--- src/rtl/output_signature_compactor.sv ---
// rtl/output_signature_compactor.sv - MISR compactor for a wide output bus with a serial MSB-first signature dump
module output_signature_compactor #(
    parameter int                   DATA_WIDTH = 64,
    parameter int                   SIG_WIDTH  = 32,
    parameter logic [SIG_WIDTH-1:0] POLY       = 32'h04C1_1DB7,
    parameter logic [SIG_WIDTH-1:0] SEED       = {SIG_WIDTH{1'b1}}
) (
    input  logic                  clk,
    input  logic                  reset,
    input  logic [DATA_WIDTH-1:0] data_in,
    input  logic                  data_valid,
    input  logic                  clear,
    input  logic                  dump_req,
    output logic                  sig_out,
    output logic                  sig_out_valid,
    output logic                  frame_start
);

    localparam int CNT_W  = $clog2(SIG_WIDTH);
    localparam int NCHUNK = (DATA_WIDTH + SIG_WIDTH - 1) / SIG_WIDTH;
    localparam int PAD_W  = NCHUNK * SIG_WIDTH;

    typedef enum logic {
        IDLE,
        SHIFT
    } state_t;

    state_t               state;
    state_t               state_next;
    logic [SIG_WIDTH-1:0] sig;
    logic [SIG_WIDTH-1:0] sig_upd;
    logic [SIG_WIDTH-1:0] shadow;
    logic [CNT_W-1:0]     counter;
    logic [PAD_W-1:0]     padded;
    logic [SIG_WIDTH-1:0] fold_acc [NCHUNK+1];

    // Zero-extending to a whole number of chunks pads the last chunk at its MSB end.
    assign padded      = PAD_W'(data_in);
    assign fold_acc[0] = '0;

    for (genvar c = 0; c < NCHUNK; c++) begin : g_fold
        assign fold_acc[c+1] = fold_acc[c] ^ padded[c*SIG_WIDTH +: SIG_WIDTH];
    end

    always_comb begin
        sig_upd = {sig[SIG_WIDTH-2:0], 1'b0} ^ (sig[SIG_WIDTH-1] ? POLY : '0) ^ fold_acc[NCHUNK];
    end

    always_ff @(posedge clk) begin
        if (reset || clear) begin
            sig <= SEED;
        end else if (data_valid) begin
            sig <= sig_upd;
        end
    end

    always_ff @(posedge clk) begin
        if (reset) begin
            state <= IDLE;
        end else begin
            state <= state_next;
        end
    end

    always_comb begin
        state_next = state;
        case (state)
            IDLE:    if (dump_req) state_next = SHIFT;
            SHIFT:   if (counter == CNT_W'(SIG_WIDTH - 1)) state_next = IDLE;
            default: state_next = IDLE;
        endcase
    end

    // The snapshot is taken from the registered sig, so a same-cycle fold or clear is not visible in it.
    always_ff @(posedge clk) begin
        if (reset) begin
            shadow  <= '0;
            counter <= '0;
        end else if (state == IDLE && dump_req) begin
            shadow  <= sig;
            counter <= '0;
        end else if (state == SHIFT) begin
            shadow  <= {shadow[SIG_WIDTH-2:0], 1'b0};
            counter <= counter + 1'b1;
        end
    end

    assign sig_out       = (state == SHIFT) && shadow[SIG_WIDTH-1];
    assign sig_out_valid = (state == SHIFT);
    assign frame_start   = (state == SHIFT) && (counter == '0);

endmodule

--- config.mk ---
export PLATFORM = sky130hd
export DESIGN_NAME = output_signature_compactor
export DESIGN_NICKNAME = d
export VERILOG_FILES = /design/src/rtl/output_signature_compactor.sv
export SDC_FILE = /design/constraint.sdc
export NUM_CORES = 1
export LEC_CHECK = 0
export BUFFER_PORTS_ARGS = -buffer_cell sky130_fd_sc_hd__buf_2
export CORE_MARGIN = 2
export CORE_UTILIZATION = 35
export DETAILED_ROUTE_END_ITERATION = 8
export GPL_ROUTABILITY_DRIVEN = 1
export GPL_TIMING_DRIVEN = 0
export SLEW_MARGIN = 10
export SYNTH_ARGS = -nofsm -noshare
export SYNTH_HDL_FRONTEND = slang
export SYNTH_SLANG_ARGS = --single-unit
--- constraint.sdc ---
create_clock -name clk -period 1.6 [get_ports clk]
set_clock_uncertainty 0.15 [all_clocks]
set_input_delay 0.16 -clock clk [delete_from_list [all_inputs] [get_ports clk]]
set_output_delay 0.16 -clock clk [all_outputs]
set_load 0.03 [all_outputs]
==> results by group, run 1 <==
Clock tree
  • CTS Buf Count: 9
  • Clk root buf: clkbuf_8
  • Sink Count: 70
  • Later-pin clock latency in the skew report: 0.35 ns
  • Clock Tree Buf Depth: 2
  • Clock slew at reported path FFs: 0.07 ns
  • CTS tree: yes
  • H-tree Lvls: 3

Global route
  • Tot GR Track Use: 0.1488
  • First-pass GRT wire length: 13.11 mm
  • Antenna violations before repair: 0
  • Vias in the first global route: 2689
  • Largest net degree at the start of global routing: 12
  • GRT Residual Overflow: 0

Final layout
  • FILL cells: 993
  • # diodes: 0
  • Share of cells above drive strength 1: 0.3215
  • Area growth, synth to finish: 21.78%
  • Finished layout cell area: 0.004449 mm2
  • FF/Latch Area: 0.001405 mm2
  • Multi-input gate area: 0.002083 mm2
  • Final nets: 518

Placement
  • Post-DP Area: 0.004165 mm2
  • Dpl ws: 0.08569 ns
  • Port bufs: 68
  • Post-DP HPWL: 5.547 mm
  • GPL Wtd Cong: 0.7630

Timing
  • Final Slew Violations: 0
  • RSZ-0062 raised after global routing: false
  • Final WS setup: 0.03960 ns
  • Final period util: 0.9752
  • Final setup viols: 0
  • Fmax achieved: 640.9 MHz
  • Setup TNS: 0 ns
  • Worst hold slack: 0.05389 ns
  • Fin. Hold Viols: 0
  • Period minus WS final: 1.560 ns
  • Slew @ Worst Pin: 0.5715 ns
  • Max_slew headroom: 0.6190

Power
  • Reg power frac: 0.451
  • Clock power share: 0.356
  • Power, Total: 4339 uW
  • Static leakage: 0.001869 uW
  • Switching Share: 0.2586
  • Comb power frac: 0.193
  • Pwr Density: 975.2 mW/mm2
  • Internal power: 3217 uW
  • Worst vdd ir: 0.3796 mV
  • Switching pwr: 1122 uW

Outcome
  • Status: completed

Route
  • DRT iter0 DRCs: 81
  • Final WL: 7.906 mm
  • Routed wire per std cell: 13.47 um
  • Pre-antenna DRT Iters: 4
  • Post-route ant nets: 0
  • Vias/cell: 4.622
  • Via count: 2713
  • Drt drc: 0

Synth
  • Most frequent cell after synthesis: dfxtp_1
  • Primary FF master, synth: dfxtp_1
  • Post-Synthesis Cells: 364
  • Yosys top cell by area: dfxtp_1
  • Synth cell types: 27
  • Yosys Warn Count: 0
  • Post-synth top area share: 0.3836
  • Commonest cells in the netlist: dfxtp_1, xnor2_1, nor2_1
  • Number of synthesized flops with an enable pin: 0
  • Area contributors post-synth: dfxtp_1, xnor2_1, mux2i_1, mux2_2, mux2_4
  • Synth Area per Inst: 10.04 um2
  • Mapped Nets: 436
  • Asr flop ratio synth: 0
  • Seq cells post-synth: 70
  • Sequential fraction of the synthesis area: 0.3836
  • Post-synthesis cell area: 0.003654 mm2

Floorplan
  • I/O Pins: 72
  • Die ar.: 0.01127 mm2
  • Row cnt: 37
  • Initial Util: 0.3571
  • Chip width: 106.2 um
  • Die height: 106.2 um
  • Core Region: 0.01023 mm2

Setup path
  • CP max stage delay: 0.32 ns
  • Crit-path most repeated cell: buf_6
  • R2R Setup Slk: 0.06 ns
  • FF-to-FF path depth: 6
  • CP required: 1.29 ns
  • CP Capture Point: frame_start
  • Slowest-stage cell, CP: dfxtp_2
  • CP startpoint kind: register
  • Worst EP arrival: 1.25 ns
  • Sequence of cells on the critical path: buf_6 > buf_6 > and4b_2 > buf_6
  • Largest fanout on the critical path: 10
  • Critical path class: register to output pin
  • Critical path launch point: sig_out_valid$_SDFF_PP0_
  • R2R Path End: counter[4]$_SDFFE_PP0P_
  • Crit. End Element: output pin
  • Worst r2r src: counter[0]$_SDFFE_PP0P_

Run
  • Max Cap Violations: 0

Worst hold path
  • Worst hold path class: input pin to register
## per-layer routing
| metal | vias up | track usage | share of wire | wire length (um) |
|---|---|---|---|---|
| li1 | 1400 | - | - | - |
| met1 | 1237 | 0.1974 | 0.47 | 3715 |
| met2 | 64 | 0.2367 | 0.47 | 3736 |
| met3 | 12 | 0.02452 | 0.038 | 302 |
| met4 | 0 | 0.06767 | 0.019 | 152 |
| met5 | - | 0 | 0 | 0 |
## worst min-delay path by stage
stage	startpoint	cells past startpoint	endpoint
floorplan	data_valid	2	sig[1]$_SDFFE_PP1P_
global placement	shadow[13]$_SDFFE_PP0P_	2	shadow[14]$_SDFFE_PP0P_
detailed placement	shadow[13]$_SDFFE_PP0P_	2	shadow[14]$_SDFFE_PP0P_
CTS	reset	3	sig[1]$_SDFFE_PP1P_
global route	data_in[15]	4	sig[15]$_SDFFE_PP1P_
finish	data_in[17]	4	sig[17]$_SDFFE_PP1P_
## critical path, delay by kind of cell, from the launching register on
family	cells	cell delay (ns)
flip-flops	1	0.32
buffers and inverters	3	0.38
AND/OR/NAND/NOR	1	0.21
## state kept, by name (all words and copies together), names as in the netlist
| name | flops |
|---|---|
| counter | 5 |
| shadow | 32 |
| sig | 32 |
| sig_out_valid | 1 |
## timing repair
action                                  in CTS  in global routing
endpoints found under the setup margin       2                 18
hold buffers                                 1                  0
resized for setup                            8                  7
buffers inserted                             2                  0
cloned                                       0                  0
hold endpoints to repair                     2                  0
## placed cells by master (no fill, tap or decap), types with 4 or more instances in the layout
cell type,count
nand2_1,19
nor2_1,37
nor3b_1,4
mux2_2,18
buf_6,8
o211ai_1,19
clkbuf_1,9
inv_1,4
clkbuf_8,13
nor4_1,13
mux2_4,13
a21oi_1,15
xnor2_1,58
mux2i_1,32
buf_4,7
xor2_1,21
buf_2,70
dfxtp_1,67
## cell type report
| cell class | instances | share of cell area |
|---|---|---|
| plain buffers | 26 | 0.04134 |
| inverters | 4 | 0.003375 |
| clock buffers | 14 | 0.04106 |
| clock inverters | 2 | 0.008436 |
| well taps | 136 | 0.03825 |
| multi-input cells | 264 | 0.4682 |
| flip-flops and latches | 70 | 0.3158 |
| repair buffers | 71 | 0.08352 |
## power by group through the flow
stage	Combinational (uW)	Clock, uW	Sequential (uW)
after floorplan	616	0	1970
after global placement	807	0	1990
after detailed placement	820	0	1990
after CTS	842	1580	1960
after global routing	921	1660	1970
final	837	1550	1960
## cell families (layout without fill, tap and decap cells)
kind of cell | after synthesis | in the layout | share of synthesized area
fa+ha+maj | 3 | 3 | 0.01028
xor+xnor | 79 | 79 | 0.1894
compound gates | 39 | 39 | 0.06986
buf+inv | 30 | 117 | 0.04897
mux | 63 | 63 | 0.1966
flops | 70 | 70 | 0.3836
simple gates | 80 | 80 | 0.1014
## stage by stage
| stage | util | cells |
|---|---|---|
| 2_1_floorplan | - | 364 |
| 3_3_place_gp | 0.4071 | 568 |
| 3_5_place_dp | 0.4071 | 568 |
| 4_1_cts | 0.4332 | 587 |
| 5_1_grt | 0.4349 | 587 |
| 6_report | 0.4349 | 587 |
(Power assumes the default switching activity.)
==> run 2: changes to the inputs <==
CORE_UTILIZATION = 55   (was 35)
PLACE_DENSITY = 0.8   (was default)
==> results by group, run 2 (same netlist as run 1, synthesis figures left out) <==
Outcome
  • Status: completed

Run
  • Max Cap Violations: 0

Final layout
  • # diodes: 0
  • Commonest non-fill, non-tap cell in the layout: buf_2
  • Leading cell types in the layout, fill and taps excluded: buf_2, dfxtp_1, xnor2_1
  • Largest registers: shadow (32), sig (32), counter (5)
  • Fin cells: 527
  • Share of cells above drive strength 1: 0.3244
  • Finished layout cell area: 0.004332 mm2
  • Area growth, synth to finish: 18.56%
  • Fin util: 0.6783
  • FILL cells: 521
  • Final nets: 518

Route
  • Post-route ant nets: 0
  • DRT iter0 DRCs: 115
  • Vias/cell: 5.398
  • Pre-antenna DRT Iters: 6
  • Routed wire per std cell: 15.28 um
  • Final WL: 8.054 mm
  • Via count: 2845
  • Drt drc: 0

Setup path
  • Worst r2r src: counter[0]$_SDFFE_PP0P_
  • Worst EP arrival: 1.64 ns
  • Largest fanout on the critical path: 3
  • CP startpoint kind: register
  • Critical path launch point: counter[0]$_SDFFE_PP0P_
  • Crit. End Element: register
  • CP required: 1.67 ns
  • Critical path class: register to register

Global route
  • Tot GR Track Use: 0.2282
  • Largest net degree at the start of global routing: 11
  • Vias in the first global route: 2894
  • First-pass GRT wire length: 13.21 mm
  • Antenna violations before repair: 0
  • GRT Residual Overflow: 0

Placement
  • GPL Wtd Cong: 0.7631
  • Post-DP HPWL: 5.426 mm
  • Post-DP Area: 0.004091 mm2
  • Cell count after placement: 509
  • Port bufs: 68

Floorplan
  • Initial Util: 0.5721
  • Core Region: 0.006386 mm2
  • Chip width: 85.50 um
  • Row cnt: 29
  • Die height: 85.50 um
  • Die ar.: 0.007310 mm2
  • I/O Pins: 72

Clock tree
  • Clk root buf: clkbuf_8
  • Clock slew at reported path FFs: 0.08 ns
  • CTS Buf Count: 9
  • Clock Tree Buf Depth: 2
  • H-tree Lvls: 3
  • CTS tree: yes
  • Sink Count: 70
  • Hold Buf Count CTS: 0
  • Later-pin clock latency in the skew report: 0.34 ns

Timing
  • Final setup viols: 0
  • Final Slew Violations: 0
  • RSZ-0062 raised after global routing: false
  • Period minus WS final: 1.572 ns
  • Fin. Hold Viols: 0
  • Fmax achieved: 636.2 MHz
  • Slew @ Worst Pin: 0.5512 ns
  • Setup TNS: 0 ns
  • Final period util: 0.9824
  • Max_slew headroom: 0.6325

Worst hold path
  • Worst hold path class: input pin to register
  • Min-delay src: data_valid

Power
  • Worst vdd ir: 0.6611 mV
  • Static leakage: 0.001855 uW
  • Pwr Density: 958.2 mW/mm2
-- run 2: cell types whose count changed in the layout (fill, tap and decap cells not counted) --
cell,previous run,this run
bufinv_16,1,0
buf_2,70,73
clkbuf_4,3,0
inv_1,4,2
clkinvlp_4,1,0
clkbuf_1,9,10
dlygate4sd3_1,1,0
inv_2,0,2
buf_4,7,8
-- run 2: where the power goes --
group | internal [uW] | total (uW) | switching [uW]
sequential | 1870 | 1960 | 91.4
combinational | 453 | 843 | 390
clock | 727 | 1340 | 618
total | 3050 | 4150 | 1100
-- run 2: area by class of cell --
type | instances | area [um2] | area share
tap | 77 | 96.34 | 0.02224
clock buffer | 15 | 186.4 | 0.04304
buffer | 26 | 176.4 | 0.04073
multi-input combinational | 264 | 2083 | 0.4809
sequential | 70 | 1405 | 0.3244
timing repair buffer | 71 | 369.1 | 0.08521
inverter | 4 | 15.01 | 0.003466
-- run 2: per-layer routing --
layer,vias up,wire length (um),track usage
li1,1402,-,-
met5,-,0,0
met1,1334,3622,0.2738
met3,19,363,0.03946
met2,90,3899,0.4041
met4,0,168,0.09235
-- run 2: worst max-delay path, stage by stage, from the launching register on --
cell and delay, ns:
dfxtp_2 0.34, buf_4 0.14, ha_2 0.18, and3_1 0.19
ha_1 0.28, a21oi_2 0.12, nor2_1 0.04
-- run 2: repair_timing --
action,in CTS,in global routing
setup buffers,2,1
gates resized for setup,7,7
pin swaps,0,0
endpoints found under the setup margin,2,2
-- run 2: final timing paths --
| check | depth (start not counted) | endpoint | slack, ns |
|---|---|---|---|
| worst max register to register | 6 | counter[4]$_SDFFE_PP0P_ | 0.03 |
| worst min register to register | 2 | shadow[13]$_SDFFE_PP0P_ | 0.34 |
| worst max-delay path | 6 | counter[4]$_SDFFE_PP0P_ | 0.03 |
| worst min-delay path | 3 | sig[2]$_SDFFE_PP1P_ | 0.02 |
-- run 2: metrics by stage --
| step | hold slack, ns | setup WS (ns) | total power, uW |
|---|---|---|---|
| 2_1_floorplan | 0.1642 | 0.03473 | 2588 |
| 3_3_place_gp | 0.3184 | 0.09699 | 2778 |
| 3_5_place_dp | 0.3315 | 0.1014 | 2810 |
| 4_1_cts | 0.01460 | 0.005471 | 4166 |
| 5_1_grt | 0.02855 | 0.0007201 | 4341 |
| 6_report | 0.02273 | 0.02816 | 4150 |
==> run 3: changes to the inputs <==
CORE_UTILIZATION = 52   (was 55)
CTS_BUF_LIST = sky130_fd_sc_hd__clkbuf_16   (was default)
PLACE_DENSITY = 0.76   (was 0.8)
==> results by group, run 3 (same netlist as run 1, synthesis figures left out) <==
Outcome
  • Status: completed

Floorplan
  • Chip width: 87.82 um
  • Initial Util: 0.5378
  • Core Region: 0.006794 mm2
  • Die height: 87.82 um
  • Row cnt: 30
  • Die ar.: 0.007712 mm2
  • I/O Pins: 72

Timing
  • Period minus WS final: 1.563 ns
  • Final Slew Violations: 0
  • RSZ-0062 raised after global routing: false
  • Fin. Hold Viols: 0
  • Fmax achieved: 639.9 MHz
  • Final setup viols: 0
  • Slew @ Worst Pin: 0.5567 ns
  • Max_slew headroom: 0.6285
  • Final period util: 0.9767
  • Setup TNS: 0 ns

Final layout
  • Largest registers: shadow (32), sig (32), counter (5)
  • Fin cells: 546
  • # diodes: 0
  • Area growth, synth to finish: 21.44%
  • Share of cells above drive strength 1: 0.3111
  • Leading cell types in the layout, fill and taps excluded: buf_2, dfxtp_1, xnor2_1
  • Commonest non-fill, non-tap cell in the layout: buf_2
  • Final nets: 517
  • FILL cells: 545

Setup path
  • Crit path max-delay family: flip-flops
  • CP bufs+invs: 2
  • Sequence of cells on the critical path: inv_1 > ha_1 > and4b_2 > buf_6
  • CP max stage delay: 0.36 ns
  • Worst EP arrival: 1.25 ns
  • Largest fanout on the critical path: 4
  • CP startpoint kind: register
  • Crit. End Element: output pin
  • FF-to-FF path depth: 6
  • Levels on crit path: 4
  • CP required: 1.29 ns
  • Critical path class: register to output pin
  • Slowest-stage cell, CP: dfxtp_2

Clock tree
  • Clk root buf: clkbuf_16
  • CTS Buf Count: 9
  • Clock slew at reported path FFs: 0.06 ns
  • CTS tree: yes
  • Hold Buf Count CTS: 0
  • Clock Tree Buf Depth: 2
  • H-tree Lvls: 3
  • Sink Count: 70
  • Later-pin clock latency in the skew report: 0.33 ns

Global route
  • Largest net degree at the start of global routing: 12
  • Tot GR Track Use: 0.2154
  • First-pass GRT wire length: 12.82 mm
  • Vias in the first global route: 2731
  • Antenna violations before repair: 0
  • GRT Residual Overflow: 0

Worst hold path
  • Worst hold path class: input pin to register
  • Cells on Worst Hold Path: 3

Placement
  • Port bufs: 68
  • Cell count after placement: 528
  • Post-DP HPWL: 5.319 mm
  • GPL Wtd Cong: 0.7732

Route
  • DRT iter0 DRCs: 141
  • Routed wire per std cell: 14.02 um
  • Drt drc: 0
  • Post-route ant nets: 0
  • Final WL: 7.653 mm
  • Pre-antenna DRT Iters: 4
  • Via count: 2775
  • Vias/cell: 5.082

Power
  • Power, Total: 4677 uW
  • Worst vdd ir: 0.6004 mV
  • Static leakage: 0.001897 uW
  • Pwr Density: 1054 mW/mm2

Run
  • Max Cap Violations: 0
==> run 3: stage by stage <==
stage,setup slack [ns],hold WS (ns),utilization,area [um2]
floorplan,0.03473,0.1642,-,3655
global placement,0.09730,0.3179,0.6057,4115
detailed placement,0.1022,0.3299,0.6057,4115
CTS,0.02335,0.03316,0.6518,4428
global route,0.002790,0.06911,0.6530,4437
finish,0.03733,0.03537,0.6530,4437
==> run 3: worst register-to-register path: stages (launching register included) <==
cell	delay (ns)
dfxtp_2	0.32
buf_4	0.13
ha_1	0.21
and3_1	0.18
ha_1	0.28
a21oi_2	0.12
nor2_1	0.04
==> run 3: repair_timing <==
action	CTS	global route
buffers inserted	2	0
gates cloned	0	0
resized for setup	7	3
endpoints found under the setup margin	2	2
==> run 3: layout make-up <==
cell class | count | area [um2] | share of cell area
Buffer | 26 | 176.4 | 0.03976
Tap cell | 96 | 120.1 | 0.02707
Multi-Input combinational cell | 264 | 2078 | 0.4684
Inverter | 4 | 15.01 | 0.003384
Clock buffer | 9 | 225.2 | 0.05076
Sequential cell | 70 | 1405 | 0.3167
Timing Repair Buffer | 70 | 361.6 | 0.08150
Clock inverter | 7 | 55.05 | 0.01241
==> run 3: layer usage <==
| layer | GRT usage | wire [um] |
|---|---|---|
| met1 | 0.2781 | 3546 |
| met2 | 0.3636 | 3659 |
| met3 | 0.03016 | 311 |
| met4 | 0.08531 | 134 |
| met5 | 0 | 0 |
==> run 3: final timing paths <==
path | startpoint | endpoint | slack [ns]
setup / recovery | counter[1]$_SDFFE_PP0P_ | frame_start | 0.04
hold reg to reg | shadow[13]$_SDFFE_PP0P_ | shadow[14]$_SDFFE_PP0P_ | 0.34
setup reg to reg | counter[0]$_SDFFE_PP0P_ | counter[4]$_SDFFE_PP0P_ | 0.05
hold / removal | data_valid | sig[4]$_SDFFE_PP1P_ | 0.04
==> run 3: power by group <==
| part | internal, uW | leakage [uW] | switching, uW |
|---|---|---|---|
| clock | 1180 | 0.000139 | 705 |
| sequential | 1870 | 0.000579 | 88.0 |
| combinational | 451 | 0.00118 | 382 |
